**config.mk**
```make
export PLATFORM = sky130hd
export DESIGN_NAME = imm_ext_stage
export DESIGN_NICKNAME = d
export VERILOG_FILES = /design/src/rtl/imm_pkg.sv /design/src/rtl/imm_ext_comb.sv /design/src/rtl/imm_ext_stage.sv
export SDC_FILE = /design/constraint.sdc
export NUM_CORES = 1
export LEC_CHECK = 0
export ABC_AREA = 1
export ABC_CLOCK_PERIOD_IN_PS = 2000
export CAP_MARGIN = 0
export CORE_ASPECT_RATIO = 0.9
export CORE_MARGIN = 4
export CORE_UTILIZATION = 45
export CTS_CLUSTER_DIAMETER = 40
export DETAILED_ROUTE_END_ITERATION = 6
export PLACE_DENSITY = 0.72
export SYNTH_ARGS = -nofsm -noshare
export SYNTH_HDL_FRONTEND = slang
export SYNTH_SLANG_ARGS = --single-unit
```
**constraint.sdc**
```tcl
create_clock -name clk -period 2 [get_ports clk]
set_input_delay 0.6 -clock clk [delete_from_list [all_inputs] [get_ports clk]]
set_output_delay 0.6 -clock clk [all_outputs]
set_load 0.01 [all_outputs]
```
**src/rtl/imm_pkg.sv**
```systemverilog
// Shared immediate-format definitions for the decode path.
// Holds the format-select encoding and the occupancy states of the extension stage buffer.
package imm_pkg;

    localparam int IMM_SRC_W = 3;

    typedef enum logic [IMM_SRC_W-1:0] {
        IMM_I = 3'd0,
        IMM_S = 3'd1,
        IMM_B = 3'd2,
        IMM_U = 3'd3,
        IMM_J = 3'd4,
        IMM_Z = 3'd5
    } imm_src_t;

    typedef enum logic [1:0] {
        OCC_EMPTY = 2'd0,
        OCC_ONE   = 2'd1,
        OCC_FULL  = 2'd2
    } occ_t;

    function automatic logic is_legal_imm_src(input logic [IMM_SRC_W-1:0] src);
        return src <= IMM_Z;
    endfunction

endpackage

```
**src/rtl/imm_ext_comb.sv**
```systemverilog
// Pure combinational immediate extraction and extension; zero latency, no handshake.
// Undefined format codes yield a zero immediate with illegal_o raised.
module imm_ext_comb
    import imm_pkg::*;
#(
    parameter int DATA_WIDTH  = 32,
    parameter int INSTR_WIDTH = 32
) (
    input  logic [INSTR_WIDTH-1:0] instr_i,
    input  logic [IMM_SRC_W-1:0]   imm_src_i,
    output logic [DATA_WIDTH-1:0]  imm_o,
    output logic                   illegal_o
);

    logic [31:0]           raw;
    logic [DATA_WIDTH-1:0] ext;
    logic                  unused_opcode;

    assign unused_opcode = ^instr_i[6:0];

    // raw[31] already carries the correct fill bit for every format (0 for Z and illegal)
    always_comb begin
        raw = '0;
        case (imm_src_i)
            IMM_I:   raw = {{20{instr_i[31]}}, instr_i[31:20]};
            IMM_S:   raw = {{20{instr_i[31]}}, instr_i[31:25], instr_i[11:7]};
            IMM_B:   raw = {{19{instr_i[31]}}, instr_i[31], instr_i[7], instr_i[30:25],
                            instr_i[11:8], 1'b0};
            IMM_U:   raw = {instr_i[31:12], 12'b0};
            IMM_J:   raw = {{11{instr_i[31]}}, instr_i[31], instr_i[19:12], instr_i[20],
                            instr_i[30:21], 1'b0};
            IMM_Z:   raw = {27'b0, instr_i[19:15]};
            default: raw = '0;
        endcase
        ext = {DATA_WIDTH{raw[31]}};
        ext[31:0] = raw;
    end

    assign imm_o     = ext;
    assign illegal_o = !is_legal_imm_src(imm_src_i);

endmodule

```
**src/rtl/imm_ext_stage.sv**
```systemverilog
// Immediate-extension stage with a 2-entry skid buffer; 1-cycle latency when empty.
// in_ready is registered and deasserts only when both entries are held; flush/reset empty the buffer.
module imm_ext_stage
    import imm_pkg::*;
#(
    parameter int DATA_WIDTH  = 32,
    parameter int INSTR_WIDTH = 32
) (
    input  logic                   clk,
    input  logic                   rst_n,
    input  logic                   flush,
    input  logic                   in_valid,
    output logic                   in_ready,
    input  logic [INSTR_WIDTH-1:0] instr,
    input  logic [IMM_SRC_W-1:0]   imm_src,
    output logic                   out_valid,
    input  logic                   out_ready,
    output logic [DATA_WIDTH-1:0]  imm_op,
    output logic                   imm_illegal
);

    logic [DATA_WIDTH-1:0] new_imm;
    logic                  new_ill;

    imm_ext_comb #(
        .DATA_WIDTH  (DATA_WIDTH),
        .INSTR_WIDTH (INSTR_WIDTH)
    ) u_ext (
        .instr_i   (instr),
        .imm_src_i (imm_src),
        .imm_o     (new_imm),
        .illegal_o (new_ill)
    );

    occ_t                  state_q;
    logic                  in_ready_q;
    logic [DATA_WIDTH-1:0] head_imm_q;
    logic                  head_ill_q;
    logic [DATA_WIDTH-1:0] tail_imm_q;
    logic                  tail_ill_q;
    logic                  push;
    logic                  pop;

    assign push = in_valid & in_ready_q;
    assign pop  = out_valid & out_ready;

    always_ff @(posedge clk) begin
        if (!rst_n || flush) begin
            state_q    <= OCC_EMPTY;
            in_ready_q <= 1'b1;
            head_imm_q <= '0;
            head_ill_q <= 1'b0;
            tail_imm_q <= '0;
            tail_ill_q <= 1'b0;
        end else begin
            case (state_q)
                OCC_EMPTY: begin
                    if (push) begin
                        head_imm_q <= new_imm;
                        head_ill_q <= new_ill;
                        state_q    <= OCC_ONE;
                    end
                end
                OCC_ONE: begin
                    if (push && pop) begin
                        head_imm_q <= new_imm;
                        head_ill_q <= new_ill;
                    end else if (push) begin
                        tail_imm_q <= new_imm;
                        tail_ill_q <= new_ill;
                        state_q    <= OCC_FULL;
                        in_ready_q <= 1'b0;
                    end else if (pop) begin
                        state_q <= OCC_EMPTY;
                    end
                end
                OCC_FULL: begin
                    if (pop) begin
                        head_imm_q <= tail_imm_q;
                        head_ill_q <= tail_ill_q;
                        state_q    <= OCC_ONE;
                        in_ready_q <= 1'b1;
                    end
                end
                default: begin
                    state_q    <= OCC_EMPTY;
                    in_ready_q <= 1'b1;
                end
            endcase
        end
    end

    assign in_ready    = in_ready_q;
    assign out_valid   = (state_q != OCC_EMPTY);
    assign imm_op      = head_imm_q;
    assign imm_illegal = head_ill_q;

endmodule
```
Word-level counts from Yosys, hierarchy flattened:

Cells that the tools add are included.

* register bits: 69
* bits of input ports: 40
* logic and storage cells: 55

* order comparisons: 1
* eq/ne operators: 13
* mux-type cells: 19
* bitwise gates (word level): 4
* reduce and logical (&&, ||, !) cells: 12

Operators with widths (number)
* $pmux 32 s6: 1
* $mux 32: 3
* $pmux 32 s3: 1
* $reduce_and 4->1: 3
* $mux 2: 5
* $ne 2x2->1 const B: 5
* $eq 3x2->1 const B: 2
* $eq 3x3->1 const B: 2
* $mux 1: 6
* $pmux 1 s3: 2
* $pmux 2 s3: 1
* $eq 3x1->1 const B: 1
* $le 3x3->1 const B: 1
* $logic_not 3->1: 1
* $ne 3x3->1 const B: 1
* $reduce_and 3->1: 1
* $reduce_bool 3->1: 1
* $and 1x1->1: 2
* $eq 2x1->1 const B: 1
* $eq 2x2->1 const B: 1
* $logic_not 1->1: 2
* $logic_not 2->1: 1
* $not 1->1: 2
* $reduce_bool 2->1: 1
* 2 further kinds: 2

Depth between registers and ports, before layout:

* word-level depth: 6
* gate-level depth with buffers: 9

Hierarchy:

Synthesis repeated with hierarchy kept, for this count alone.

* cells, all modules: 595
* area total of the unflattened synthesis: 3737.3 um2

Modules (own cells, without submodules)
* imm_ext_stage: times used 1, cells an instance 497, area an instance 3289.4 um2, sequential area each 1381.3 um2
* imm_ext_comb: times used 1, cells an instance 98, area an instance 447.9 um2, sequential area each 0.0 um2

Least setup slack after synthesis:

No wires, ideal clock.

* path type: input-to-reg
* from: input port imm_src[0]
* to: register head_imm_q[20], in the netlist imm_op[20]
* setup time: 114 ps
* arrival time: 1515 ps
* setup slack: 372 ps
* stages: 9
* cells stage by stage: buf_4 -> nand2_1 -> nand2_2 -> nand2_2 -> nand2_1 -> buf_4 -> nand2_1 -> a21oi_1 -> nor2_1

* word-level cells in the longest chain between the ends: 4
* elaborated cells on any way between the ends: 10
* classes of those cells: eq/ne (5); mux (4); reduce/logical (1)

RTL lines
* from (decl): line imm_ext_stage.sv:15 `input logic [IMM_SRC_W-1:0] imm_src,`
* $eq 3x3->1 (tied with other cells): line imm_ext_comb.sv:24 `case (imm_src_i)`
* $pmux 32 s6 (*): line imm_ext_comb.sv:24
* $mux 32, on equally long branches: line imm_ext_stage.sv:65, imm_ext_stage.sv:58
* $pmux 32 s3 (*): line imm_ext_stage.sv:56 `case (state_q)`
* to (signal assigned): line imm_ext_stage.sv:59 `head_imm_q <= new_imm;`
* to (signal assigned): line imm_ext_stage.sv:66 `head_imm_q <= new_imm;`
* to (signal assigned): line imm_ext_stage.sv:79 `head_imm_q <= tail_imm_q;`
* to (decl): line imm_ext_stage.sv:37 `logic [DATA_WIDTH-1:0] head_imm_q;`

Mark *: on every way between the ends. The rest lies on a longest branch, timed or not. The select of a mux whose other input is x is not followed.
A chain may end at the register's enable or synchronous reset.

Worst setup path after layout:

* from: register head_imm_q[3], in the netlist imm_op[3]
* to: output port imm_op[3]

RTL lines
* to (decl): line imm_ext_stage.sv:18 `output logic [DATA_WIDTH-1:0] imm_op,`

No word-level cell between the ends.

==> results_dict.tcl <==
set metrics [dict create \
    run_status "finished clean" \
    grt_max_degree 43 \
    synth_sequential_area_ratio 0.3947 \
    grt-ovfl-total 0 \
    crit_family "buffers and inverters" \
    hp-class "flop to flop" \
    syn-num-nets 585 \
    drive_gt1_frac 0.1118 \
    htree_levels 3 \
    cts_buffer_depth 2 \
    clk_pin_slew_ps 80 \
    post_cts_buffers 0 \
    drc 0 \
    vias 3684 \
    design_area_um2 4760 \
    vdd_ir_drop_max_uv 440.5 \
    area_growth_pct 36.00 \
    vias_per_cell 5.040 \
    end_kind "primary output" \
    maxSlewViolCount 0 \
    relSlewSlack 0.7585 \
    core.rowCount 30 \
    synth.top_cells.by_area "dfxtp_1 39%, nand2_1 16%, nor2_1 8.8%, nand3_1 7.0%, inv_1 6.0%" \
    cap_violations 0 \
    cts_buffers 9 \
    synth.largest_area_cell "dfxtp_1" \
    synth_top_family_by_area "simple AND/OR/NAND/NOR gates" \
    fp.dieArea_um2 9254 \
    muxShareOfSynthArea 0 \
    rsz0062_at_grt "no" \
    synth_warnings 0 \
    path_class "flop to primary output" \
    grt_pass1_wl_mm 15.64 \
    ys_ff_latch 69 \
    first_pass_iters 5 \
    crit_buf_inv 1 \
    worstPathMaxFanout 2 \
    place_congestion 0.9595 \
    cts_root_buf "clkbuf_8" \
    die_h_um 91.66 \
    path_cells "clkdlybuf4s50_1" \
    hold-worst-slack_ps 492.0 \
    syn_area_per_cell_um2 6.421 \
    p_total_w 0.003491 \
    fin_cells 731 \
    synth-simple-area-share 0.3472 \
    p_leak_nw 2.181 \
    cpPeakStageDelay_ps 550 \
    place_area_um2 4504 \
    ys_types 22 \
    fin_crit_ps 1855 \
    synth_xor_area_frac 0 \
    totalWireLength_mm 9.560 \
    netlist_instances 545 \
    clk_latency_ps 350 \
    min_period_over_period 0.9275 \
    final_common_cell "nand2_1" \
    power_density_nw_per_um2 733.6 \
    finalSetupViolCount 0 \
    port_buffers 67 \
    critical_path_depth 1 \
    dieWidth_um 101.0 \
    hold_violations 0 \
    num_io_pins 75 \
    layout_common_cells "151 x nand2_1, 80 x nor2_1, 67 x dfxtp_1" \
    place_hpwl_mm 6.837 \
    crit_slowest_cell "clkdlybuf4s50_1" \
    synth-compound-area-share 0.1337 \
    cts_tree "yes" \
    place_inst 715 \
    start_util 0.4638 \
    worstPathRequired_ps 1400 \
    coreArea_um2 7545 \
    finalSetupTns_ps 0 \
    synth_top_area_frac 0.3947 \
    crit_arrival_ps 1250 \
    detail_route.wl_per_cell_um 13.08 \
    cts_hold_buf 0 \
    fmax_mhz 539.1 \
    worst_slew_pin_slew_ps 361.7 \
    diodes 0 \
    clkSinkCount 69 \
    antenna_found_initial 0 \
    track_usage 0.2098 \
    synth_fa_ha_area_frac 0 \
    ant_nets 0 \
    nNetsFinal 670 \
    r2r.worst_path.cells 7 \
    grt_pass1_vias 3335 \
    drt_iter0_drc 222 \
    min_path_cells 2 \
    skew_ps 7.800 \
    syn_area_um2 3500 \
    startpoint_type "flop" \
]
## cells in the mapped netlist
| cell type | number |
|---|---|
| nand2_1 | 151 |
| nor2_1 | 82 |
| dfxtp_1 | 69 |
| inv_1 | 56 |
| nand3_1 | 49 |
| a21oi_1 | 36 |
| o21ai_0 | 36 |
| buf_2 | 12 |
| buf_4 | 10 |
| o211ai_1 | 9 |
| clkbuf_1 | 6 |
| nand4_1 | 6 |
| inv_2 | 5 |
| buf_6 | 4 |
| o21a_1 | 4 |
| nand2_2 | 3 |
| o21ai_1 | 2 |
| buf_1 | 1 |
| nand2_4 | 1 |
| nand3_2 | 1 |
| nor2_2 | 1 |
| nor2_4 | 1 |
## cell families after synthesis
group | after synthesis
AND/OR/NAND/NOR | 295
flip-flops | 69
buffers and inverters | 94
AO/OA/AOI/OAI | 87
## registers in the layout, summed over array words and instances (netlist names)
name	count
in_ready	1
tail_ill_q	1
tail_imm_q	32
state_q	2
imm_illegal	1
imm_op	32
## what timing repair did
action	in CTS	in global routing
gates resized for setup	4	1
endpoints found under the setup margin	1	9
endpoints found under the hold margin	0	0
## stage by stage
step                        util  setup WS, ps
after global routing      0.6308         54.10
after detailed placement  0.5970        -266.1
after CTS                 0.6305         100.8
after floorplan                -         371.6
after global placement    0.5970        -200.3
final                     0.6308         145.0
## where the power goes
| part | total (W) | switching (W) | internal, W | leakage, nW |
|---|---|---|---|---|
| registers | 0.00144 | 0.0000233 | 0.00142 | 0.561 |
| logic | 0.000641 | 0.000332 | 0.000309 | 1.50 |
| clock network | 0.00141 | 0.000543 | 0.000867 | 0.124 |
| total | 0.00349 | 0.000898 | 0.00259 | 2.18 |
## metal layers
| metal | GRT usage | vias to the layer above | part of all wire | wire length [um] |
|---|---|---|---|---|
| li1 | - | 1886 | - | - |
| met1 | 0.2828 | 1654 | 0.45 | 4311 |
| met2 | 0.3295 | 126 | 0.46 | 4411 |
| met3 | 0.04791 | 18 | 0.067 | 642 |
| met4 | 0.07087 | 0 | 0.020 | 195 |
| met5 | 0 | - | 0 | 0 |
## cell type report
class                           instances  area, um2
Clock buffer                           11      141.4
Clock inverter                          5      107.6
Fill cell                             702       2785
Inverter                               61      229.0
Multi-Input combinational cell        382       1693
Sequential cell                        69       1386
Tap cell                               96      120.1
Timing Repair Buffer                  107       1082
## worst paths after layout
check	to	slack, ps	from
hold reg to reg	imm_illegal	490	imm_illegal
setup / recovery	imm_op[3]	150	imm_op[3]
setup reg to reg	imm_op[31]	520	state_q[1]
hold / removal	imm_illegal	490	imm_illegal
(Power assumes the default switching activity.)
